==> config.mk <==
export PLATFORM = sky130hd
export DESIGN_NAME = demux_bit_sequencer
export DESIGN_NICKNAME = d
export VERILOG_FILES = /design/src/rtl/demux_pkg.sv /design/src/rtl/hold_counter.sv /design/src/rtl/demux_bit_sequencer.sv
export SDC_FILE = /design/constraint.sdc
export NUM_CORES = 1
export LEC_CHECK = 0
export CORE_MARGIN = 8
export CORE_UTILIZATION = 25
export DETAILED_ROUTE_END_ITERATION = 7
export GPL_TIMING_DRIVEN = 0
export PLACE_DENSITY = 0.4
export SYNTH_ARGS = -nofsm -noshare
export SYNTH_HDL_FRONTEND = slang
export SYNTH_SLANG_ARGS = --single-unit
==> constraint.sdc <==
create_clock -name clk -period 2.2 [get_ports clk]
set_input_delay 0.44 -clock clk [delete_from_list [all_inputs] [get_ports clk]]
set_output_delay 0.44 -clock clk [all_outputs]
set_load 0.05 [all_outputs]
==> src/rtl/demux_pkg.sv <==
// Shared definitions for the 1:8 demux stage and its bit sequencer.
// Lane count, state encoding and hold-counter sizing live here.
package demux_pkg;

    localparam int SEL_W_DEF  = 3;
    localparam int HOLD_MAX   = 15;
    localparam int HOLD_CNT_W = 4;

    function automatic int lane_count(input int sel_w);
        return 1 << sel_w;
    endfunction

    localparam int N_DEF = lane_count(SEL_W_DEF);

    typedef logic [0:0] state_t;

    localparam state_t ST_IDLE = 1'b0;
    localparam state_t ST_SEND = 1'b1;

endpackage

==> src/rtl/hold_counter.sv <==
// Free-running pacing counter with synchronous clear and a terminal-count
// flag; used to hold each sequencer output for a programmable cycle count.
module hold_counter
    import demux_pkg::*;
#(
    parameter int W = HOLD_CNT_W
) (
    input  logic         clk,
    input  logic         rst_n,
    input  logic         clr,
    input  logic         en,
    input  logic [W-1:0] limit,
    output logic [W-1:0] count,
    output logic         tc
);

    always_ff @(posedge clk or negedge rst_n) begin
        if (!rst_n) begin
            count <= '0;
        end else if (clr) begin
            count <= '0;
        end else if (en) begin
            count <= count + W'(1);
        end
    end

    assign tc = (count == limit);

endmodule

==> src/rtl/demux_bit_sequencer.sv <==
// Serialises a parallel word into (i, s) pairs for the downstream 1:N demux.
// Define DEMUX_SEQ_DESCEND_EN to sweep lanes from N-1 down to 0.
module demux_bit_sequencer
    import demux_pkg::*;
#(
    parameter int SEL_W = SEL_W_DEF,
    parameter int HOLD  = 1
) (
    input  logic                     clk,
    input  logic                     rst_n,
    input  logic [(1 << SEL_W)-1:0]  in_data,
    input  logic                     in_valid,
    output logic                     in_ready,
    output logic                     i,
    output logic [SEL_W-1:0]         s,
    output logic                     bit_valid,
    output logic                     busy,
    output logic                     done
);

    localparam int N = lane_count(SEL_W);

    localparam logic [HOLD_CNT_W-1:0] LIMIT = HOLD_CNT_W'(HOLD - 1);

`ifdef DEMUX_SEQ_DESCEND_EN
    localparam logic [SEL_W-1:0] FIRST = SEL_W'(N - 1);
    localparam logic [SEL_W-1:0] LAST  = '0;
`else
    localparam logic [SEL_W-1:0] FIRST = '0;
    localparam logic [SEL_W-1:0] LAST  = SEL_W'(N - 1);
`endif

    state_t           state;
    state_t           state_n;
    logic [N-1:0]     word;
    logic [N-1:0]     word_n;
    logic [SEL_W-1:0] s_n;
    logic [SEL_W-1:0] s_step;
    logic             i_n;
    logic             done_n;

    logic                  cnt_clr;
    logic                  cnt_en;
    logic [HOLD_CNT_W-1:0] count;
    logic                  tc;

    logic accept;
    logic last;

    hold_counter #(
        .W (HOLD_CNT_W)
    ) u_hold (
        .clk   (clk),
        .rst_n (rst_n),
        .clr   (cnt_clr),
        .en    (cnt_en),
        .limit (LIMIT),
        .count (count),
        .tc    (tc)
    );

    assign accept = in_valid && in_ready;
    assign last   = (s == LAST);

`ifdef DEMUX_SEQ_DESCEND_EN
    assign s_step = s - SEL_W'(1);
`else
    assign s_step = s + SEL_W'(1);
`endif

    always_comb begin
        state_n = state;
        word_n  = word;
        s_n     = s;
        i_n     = i;
        done_n  = 1'b0;
        cnt_clr = 1'b0;
        cnt_en  = 1'b0;
        unique case (1'b1)
            (state == ST_IDLE): begin
                if (accept) begin
                    state_n = ST_SEND;
                    word_n  = in_data;
                    s_n     = FIRST;
                    i_n     = in_data[FIRST];
                    cnt_clr = 1'b1;
                    done_n  = (FIRST == LAST) && (LIMIT == '0);
                end
            end
            (state == ST_SEND): begin
                cnt_en = 1'b1;
                if (tc) begin
                    cnt_clr = 1'b1;
                    if (last) begin
                        state_n = ST_IDLE;
                        s_n     = '0;
                        i_n     = 1'b0;
                    end else begin
                        s_n    = s_step;
                        i_n    = word[s_step];
                        done_n = (s_step == LAST) && (LIMIT == '0);
                    end
                end else begin
                    // done must line up with the last hold cycle of the last lane
                    done_n = last && ((count + HOLD_CNT_W'(1)) == LIMIT);
                end
            end
            default: begin
                state_n = ST_IDLE;
            end
        endcase
    end

    always_ff @(posedge clk or negedge rst_n) begin
        if (!rst_n) begin
            state     <= ST_IDLE;
            word      <= '0;
            s         <= '0;
            i         <= 1'b0;
            done      <= 1'b0;
            bit_valid <= 1'b0;
            busy      <= 1'b0;
            in_ready  <= 1'b1;
        end else begin
            state     <= state_n;
            word      <= word_n;
            s         <= s_n;
            i         <= i_n;
            done      <= done_n;
            bit_valid <= (state_n == ST_SEND);
            busy      <= (state_n == ST_SEND);
            in_ready  <= (state_n == ST_IDLE);
        end
    end

endmodule

==> results.toml, run 1 <==
[timing]
slew_headroom = 0.415
finClkSkew_ns = 0.00288
fmax_mhz = 484
worst_slew_pin_slew_ns = 0.875
finalCriticalPeriod_ns = 2.07
drv_slew = 0
timing.final.crit_share = 0.940
fin_tns_setup_ns = 0
setup_viol = 0
rsz0062_at_grt = "false"
hold_viol_final = 0

[worst_setup_path]
path_cells = "buf_4 -> clkdlybuf4s50_1"
reg2reg_depth = 5
cp.arrival_ns = 1.63
worst_r2r_endpoint = "i$_DFFE_PN0P_"
r2r_slack_ns = 0.37
startpoint_type = "flop"
worstPathBufferInverterCount = 2
crit_type = "reg2out"
crit_end = "busy"
worstPathRequired_ns = 1.76
regToRegStartpoint = "s[0]$_DFFE_PN0P_"
critPathMaxFanout = 7
end_kind = "output pin"
cp_slowest_cell = "clkdlybuf4s50_1"
crit_cells = 2
critPathTopFamily = "buffers and inverters"
slowest_delay_ns = 0.78
crit_path_start = "state$_DFF_PN0_"

[route]
vias = 668
post_drt_wl_per_cell_um = 13.3
firstDrtPassIters = 6
drtIter0Drc = 26
drcViolationCount = 0
detail_route.wirelength_mm = 1.98
ant_nets = 0
via_per_inst = 4.48

[finish]
regArea_sq_um = 477
diodes = 0
final_area_sq_um = 1260
area_delta_synth_final_pct = 29.4
drive_gt1_frac = 0.198
fillCellCount = 375
nets = 119
multi_input_area_sq_um = 449

[global_routing]
grt_usage = 0.0704
overflow = 0
grt_pass1_wl_mm = 3.40
antenna_found_initial = 0
grt_pass1_vias = 691
grt_max_degree = 20

[die]
fp.dieW_um = 78.5
die_h_um = 78.5
die_area_sq_um = 6160
std_cell_rows = 22
core_sq_um = 3720
initial_core_util = 0.263
ios = 19

[clock_tree]
h-tree-depth = 1
cts_buffers = 3
cts_buffer_depth = 2
cts_tree = "done"
root_buffer = "clkbuf_8"
cts_setup_buffers = 0
cts_sinks = 19
hold_buffers = 0
cts_resized = 0
clk_latency_ns = 0.26
clk_pin_slew_worst_paths_ns = 0.07

[synth]
synthFlopType = "dfrtp_1"
synth_edf_count = 0
async_flop_share = 1.00
yosys.area.top_type = "dfrtp_1"
yosysWarnings = 0
synth.most_common_cell = "dfrtp_1"
syn_nets = 96
ys_seq_area_frac = 0.488
avgSynthCellArea_sq_um = 12.4
synth.area.top_cells = "dfrtp_1 (46%), mux2_2 (9.2%), ha_1 (7.7%), mux4_2 (4.6%), mux2i_1 (3.1%)"
synth_area_sq_um = 976
synth_common_cells = "dfrtp_1 (18), mux2_2 (8), ha_1 (6), inv_1 (6), nand2_1 (5)"
synth-seq-cells = 19
synth_top_family_by_area = "multiplexers"
synth_top_area_share = 0.462
synthAdderAreaFrac = 0.0769
muxShareOfSynthArea = 0.185
ys_types = 29
synth_compound_area_frac = 0.105
synth-simple-area-share = 0.0756
synthXorXnorAreaFrac = 0.0179
synthCells = 79

[placed_design]
dpl.hpwl_mm = 1.54
gp_congestion = 0.722
placedInstanceArea_sq_um = 1220
io_buffers = 18

[flow_run]
drv_cap = 0

[outcome]
outcome = "complete, no violations"

[power_and_ir_drop]
leakagePower_nw = 0.551
power_density_nw_per_um2 = 1490
max-vdd-ir-drop_uv = 785

[hold_path]
hp-class = "reg2reg"
## cell families (layout without fill, tap and decap cells)
family	Yosys count	after routing
DFF	19	19
AOI/OAI and AO/OA	14	14
muxes	14	14
and+or+nand+nor	14	14
buffers and inverters	10	32
adders and majority gates	6	6
xor gates and xnor gates	2	2
## metrics by stage
| stage | hold WS, ns | instances | total power [W] | setup WS, ns | utilization |
|---|---|---|---|---|---|
| final | 0.510 | 149 | 0.00188 | 0.133 | 0.340 |
| after detailed placement | 0.499 | 145 | 0.00167 | 0.345 | 0.327 |
| after floorplan | 0.144 | 79 | 0.00137 | 0.289 | - |
| after CTS | 0.517 | 149 | 0.00192 | 0.0981 | 0.340 |
| after global routing | 0.528 | 149 | 0.00202 | 0.0479 | 0.340 |
| after global placement | 0.488 | 145 | 0.00166 | 0.324 | 0.327 |
## final cells by class
class	count	area share
buffer	4	0.0218
clock buffer	3	0.0327
clock inverter	1	0.00396
inverter	6	0.0178
multi-input combinational	50	0.356
sequential	19	0.378
tap	48	0.0476
timing repair buffer	18	0.143
## cell usage in the layout, fill, tap and decap left out
cell             count
a21o_1               1
a21oi_1              3
a22o_1               2
a31o_2               1
a31oi_1              1
a32o_1               2
and3b_1              1
buf_2                1
buf_4                1
buf_6                1
clkbuf_1             1
clkbuf_8             3
clkdlybuf4s50_1     18
clkinv_2             1
dfrtp_1             18
dfstp_2              1
ha_1                 6
inv_1                6
mux2_2               8
mux2_4               1
mux2i_1              3
mux4_2               2
nand2_1              5
nand3_1              3
nand3b_1             1
nor2_1               2
nor3b_1              1
o21ai_0              2
o221ai_1             1
o32ai_1              1
or3b_1               1
xnor2_1              2
## per-layer routing
layer,part of all wire,vias to the layer above,GRT usage
li1,-,328,-
met1,0.45,324,0.0827
met2,0.48,14,0.109
met3,0.061,2,0.0353
met4,0.0086,0,0.0222
met5,0,-,0
## power by group
group | internal (W) | leakage, nW | switching (W)
logic | 0.000483 | 0.289 | 0.000532
registers | 0.000501 | 0.236 | 0.000121
clock network | 0.000126 | 0.0255 | 0.000119
total | 0.00111 | 0.551 | 0.000773
## how the worst min path moves through the flow
stage,from,endpoint,cells past startpoint
finish,word[7]$_DFFE_PN0P_,word[7]$_DFFE_PN0P_,1
global route,word[2]$_DFFE_PN0P_,word[2]$_DFFE_PN0P_,1
CTS,word[7]$_DFFE_PN0P_,word[7]$_DFFE_PN0P_,1
detailed placement,word[7]$_DFFE_PN0P_,word[7]$_DFFE_PN0P_,1
global placement,word[2]$_DFFE_PN0P_,word[2]$_DFFE_PN0P_,1
floorplan,rst_n,done$_DFF_PN0_,0
## registers in the layout, summed over array words and instances (netlist names)
name and count:
done 1, i 1, in_ready 1, s 3, state 1, u_hold.count 4, word 8
Note: power is estimated with default switching activity, not from simulation.
==> inputs of run 2 (changes only) <==
--- a/config.mk
+++ b/config.mk
@@ -9,7 +9,7 @@
 export CORE_UTILIZATION = 25
 export DETAILED_ROUTE_END_ITERATION = 7
 export GPL_TIMING_DRIVEN = 0
-export PLACE_DENSITY = 0.4
+export PLACE_DENSITY = 0.45
 export SYNTH_ARGS = -nofsm -noshare
 export SYNTH_HDL_FRONTEND = slang
 export SYNTH_SLANG_ARGS = --single-unit
==> results.toml, run 2 (synthesis results as in run 1) <==
[hold_path]
hold_start = "word[7]$_DFFE_PN0P_"
hp-class = "reg2reg"

[placed_design]
gp_congestion = 0.718
io_buffers = 18
dpl.hpwl_mm = 1.54
place_inst = 145

[worst_setup_path]
startpoint_type = "flop"
critPathTopFamily = "buffers and inverters"
crit_path_start = "s[0]$_DFFE_PN0P_"
regToRegStartpoint = "s[0]$_DFFE_PN0P_"
end_kind = "output pin"
cp.arrival_ns = 1.62
worstPathRequired_ns = 1.76
critPathMaxFanout = 6
crit_type = "reg2out"
slowest_delay_ns = 0.87
worstPathBufferInverterCount = 1
path_cells = "clkdlybuf4s50_1"
cp_slowest_cell = "clkdlybuf4s50_1"

[finish]
layoutNonFillerInstCount = 149
reg.largest.list = "word (8), u_hold.count (4), s (3)"
diodes = 0
largest_register = "word"
final_cell_mix = "dfrtp_1 (18), clkdlybuf4s50_1 (18), mux2_2 (8), inv_1 (6), ha_1 (6)"
drive_gt1_frac = 0.198
largest_reg_flops = 8
nets = 119
fillCellCount = 398
area_delta_synth_final_pct = 29.4

[route]
drcViolationCount = 0
firstDrtPassIters = 4
via_per_inst = 4.46
ant_nets = 0
post_drt_wl_per_cell_um = 13.2
detail_route.wirelength_mm = 1.97
vias = 664
drtIter0Drc = 31

[timing]
drv_slew = 0
setup_viol = 0
worst_slew_pin_slew_ns = 0.877
slew_headroom = 0.414
rsz0062_at_grt = "false"
finalCriticalPeriod_ns = 2.06
finClkSkew_ns = 0.00138
timing.final.crit_share = 0.938
fmax_mhz = 484
fin_tns_setup_ns = 0
hold_viol_final = 0

[clock_tree]
clk_pin_slew_worst_paths_ns = 0.07
hold_buffers = 0
root_buffer = "clkbuf_8"
cts_setup_buffers = 0
cts_tree = "done"
cts_buffer_depth = 2
h-tree-depth = 1
clk_latency_ns = 0.25
cts_resized = 0
cts_sinks = 19
cts_buffers = 3

[global_routing]
grt_max_degree = 20
antenna_found_initial = 0
overflow = 0
grt_usage = 0.0692
grt_pass1_wl_mm = 3.45
grt_pass1_vias = 744

[power_and_ir_drop]
power_density_nw_per_um2 = 1490
leakagePower_nw = 0.551
max-vdd-ir-drop_uv = 808

[die]
std_cell_rows = 22
core_sq_um = 3720
ios = 19
die_h_um = 78.5
die_area_sq_um = 6160
initial_core_util = 0.263
fp.dieW_um = 78.5

[flow_run]
drv_cap = 0

[outcome]
outcome = "complete, no violations"
[run 2: cell counts in the layout (fill, tap and decap cells not counted)]
No cell type changed its count.
[run 2: metal layers]
layer  track usage  vias to the layer above  wire length (um)
li1              -                      329                 -
met1        0.0865                      321               932
met2         0.111                       14               935
met3        0.0308                        0               106
met4       0.00556                        0                 0
met5             0                        -                 0
[run 2: worst paths after layout]
| path | to | slack, ns | cells after the start |
|---|---|---|---|
| max | s[0] | 0.14 | 1 |
| min | word[7]$_DFFE_PN0P_ | 0.50 | 1 |
| max reg2reg | i$_DFFE_PN0P_ | 0.39 | 5 |
| min reg2reg | word[7]$_DFFE_PN0P_ | 0.50 | 1 |
| max in group asynchronous | state$_DFF_PN0_ | 0.98 | 1 |
| min in group asynchronous | u_hold.count[2]$_DFFE_PN0P_ | 0.68 | 1 |
[run 2: metrics by stage]
stage / setup WS, ns / power, W / hold slack, ns / util / instance area [sq um]
after global placement: 0.352 / 0.00166 / 0.490 / 0.327 / 1220
final: 0.135 / 0.00188 / 0.504 / 0.340 / 1260
after floorplan: 0.289 / 0.00137 / 0.144 / - / 976
after CTS: 0.0984 / 0.00192 / 0.511 / 0.340 / 1260
after global routing: 0.0360 / 0.00202 / 0.527 / 0.340 / 1260
after detailed placement: 0.358 / 0.00167 / 0.494 / 0.327 / 1220
[run 2: power by group]
part,switching (W),internal [W],leakage [nW]
sequential,0.000120,0.000501,0.236
clock,0.000118,0.000126,0.0255
combinational,0.000532,0.000483,0.289
[run 2: area by class of cell]
type	instances	area, sq um	area share
multi-input combinational	50	449	0.356
timing repair buffer	18	180	0.143
buffer	4	27.5	0.0218
clock inverter	1	5.00	0.00396
tap	48	60.1	0.0476
sequential	19	477	0.378
inverter	6	22.5	0.0178
clock buffer	3	41.3	0.0327
==> inputs of run 3 (changes only) <==
--- a/config.mk
+++ b/config.mk
@@ -9,7 +9,6 @@
 export CORE_UTILIZATION = 25
 export DETAILED_ROUTE_END_ITERATION = 7
 export GPL_TIMING_DRIVEN = 0
-export PLACE_DENSITY = 0.45
 export SYNTH_ARGS = -nofsm -noshare
 export SYNTH_HDL_FRONTEND = slang
 export SYNTH_SLANG_ARGS = --single-unit
==> results.toml, run 3 (synthesis results as in run 1) <==
[outcome]
outcome = "complete, no violations"

[hold_path]
hp-class = "reg2reg"
min_to = "word[3]$_DFFE_PN0P_"
worstHoldPathCells = 1
hold_start = "word[3]$_DFFE_PN0P_"

[worst_setup_path]
cp_slowest_cell = "clkdlybuf4s50_1"
worst_r2r_endpoint = "i$_DFFE_PN0P_"
startpoint_type = "flop"
reg2reg_depth = 5
worstPathRequired_ns = 1.76
critPathTopFamily = "buffers and inverters"
slowest_delay_ns = 0.87
end_kind = "output pin"
crit_type = "reg2out"
path_cells = "clkdlybuf4s50_1"
crit_path_start = "s[0]$_DFFE_PN0P_"
critPathMaxFanout = 6
worstPathBufferInverterCount = 1
regToRegStartpoint = "s[0]$_DFFE_PN0P_"
r2r_slack_ns = 0.39
cp.arrival_ns = 1.64

[timing]
worst_slew_pin_slew_ns = 0.858
timing.hold.ws_ns = 0.505
fmax_mhz = 480
timing.final.crit_share = 0.947
slew_headroom = 0.426
drv_slew = 0
hold_viol_final = 0
rsz0062_at_grt = "false"
setup_viol = 0
finClkSkew_ns = 0.000552
fin_tns_setup_ns = 0
finalCriticalPeriod_ns = 2.08

[route]
ant_nets = 0
drcViolationCount = 0
drtIter0Drc = 43
firstDrtPassIters = 4
via_per_inst = 4.48
vias = 668
post_drt_wl_per_cell_um = 13.8
detail_route.wirelength_mm = 2.05

[placed_design]
io_buffers = 18
dpl.hpwl_mm = 1.59
placedInstanceArea_sq_um = 1220
gp_congestion = 0.720

[finish]
largest_reg_flops = 8
area_delta_synth_final_pct = 29.4
regArea_sq_um = 477
diodes = 0
drive_gt1_frac = 0.198
largest_register = "word"
fillCellCount = 388
final_cell_mix = "dfrtp_1 (18), clkdlybuf4s50_1 (18), mux2_2 (8), inv_1 (6), ha_1 (6)"
final_area_sq_um = 1260
multi_input_area_sq_um = 449
reg.largest.list = "word (8), u_hold.count (4), s (3)"
nets = 119

[die]
initial_core_util = 0.263
die_area_sq_um = 6160
fp.dieW_um = 78.5
std_cell_rows = 22
die_h_um = 78.5
ios = 19
core_sq_um = 3720

[power_and_ir_drop]
leakagePower_nw = 0.551
power_density_nw_per_um2 = 1500
max-vdd-ir-drop_uv = 727

[global_routing]
overflow = 0
antenna_found_initial = 0
grt_pass1_vias = 763
grt_usage = 0.0719
grt_pass1_wl_mm = 3.58
grt_max_degree = 20

[clock_tree]
cts_setup_buffers = 0
h-tree-depth = 1
clk_latency_ns = 0.26
hold_buffers = 0
root_buffer = "clkbuf_8"
clk_pin_slew_worst_paths_ns = 0.07
cts_buffer_depth = 2
cts_sinks = 19
cts_tree = "done"
cts_buffers = 3
cts_resized = 0

[flow_run]
drv_cap = 0
-- run 3: cell counts in the layout (fill, tap and decap cells not counted) --
Identical to the previous run, type by type.
-- run 3: area by class of cell --
type	count	share of cell area
Multi-Input combinational cell	50	0.356
Inverter	6	0.0178
Tap cell	48	0.0476
Clock buffer	3	0.0327
Sequential cell	19	0.378
Buffer	4	0.0218
Clock inverter	1	0.00396
Timing Repair Buffer	18	0.143
-- run 3: worst max-delay path by stage --
| stage | end | slack, ns | cells past startpoint |
|---|---|---|---|
| after detailed placement | word[6]$_DFFE_PN0P_ | 0.38 | 4 |
| after floorplan | i$_DFFE_PN0P_ | 0.29 | 5 |
| after CTS | s[0] | 0.09 | 1 |
| after global placement | i$_DFFE_PN0P_ | 0.37 | 4 |
| after global routing | s[0] | 0.05 | 1 |
| final | s[0] | 0.12 | 1 |
-- run 3: layer usage --
| metal | track usage | vias up | wire length, um |
|---|---|---|---|
| li1 | - | 324 | - |
| met1 | 0.0749 | 323 | 879 |
| met2 | 0.122 | 18 | 993 |
| met3 | 0.0421 | 3 | 167 |
| met4 | 0.0167 | 0 | 11 |
| met5 | 0 | - | 0 |
-- run 3: metrics by stage --
step	util	cells	power [W]	setup slack [ns]
2_1_floorplan	-	79	0.00137	0.289
3_3_place_gp	0.327	145	0.00164	0.366
3_5_place_dp	0.327	145	0.00167	0.375
4_1_cts	0.340	149	0.00192	0.0950
5_1_grt	0.340	149	0.00204	0.0452
6_report	0.340	149	0.00189	0.117
-- run 3: worst register-to-register path, delay by kind of cell (launching register included) --
family                   cells  cell delay [ns]
adder cells (fa/ha/maj)      2             0.61
flip-flops                   1             0.48
AO/OA/AOI/OAI                1             0.13
multiplexers                 2             0.47
-- run 3: power by group --
part           switching (W)  total (W)  internal [W]  leakage, nW
clock network       0.000123   0.000249      0.000126       0.0255
logic               0.000536    0.00102      0.000484        0.289
registers           0.000124   0.000625      0.000501        0.236
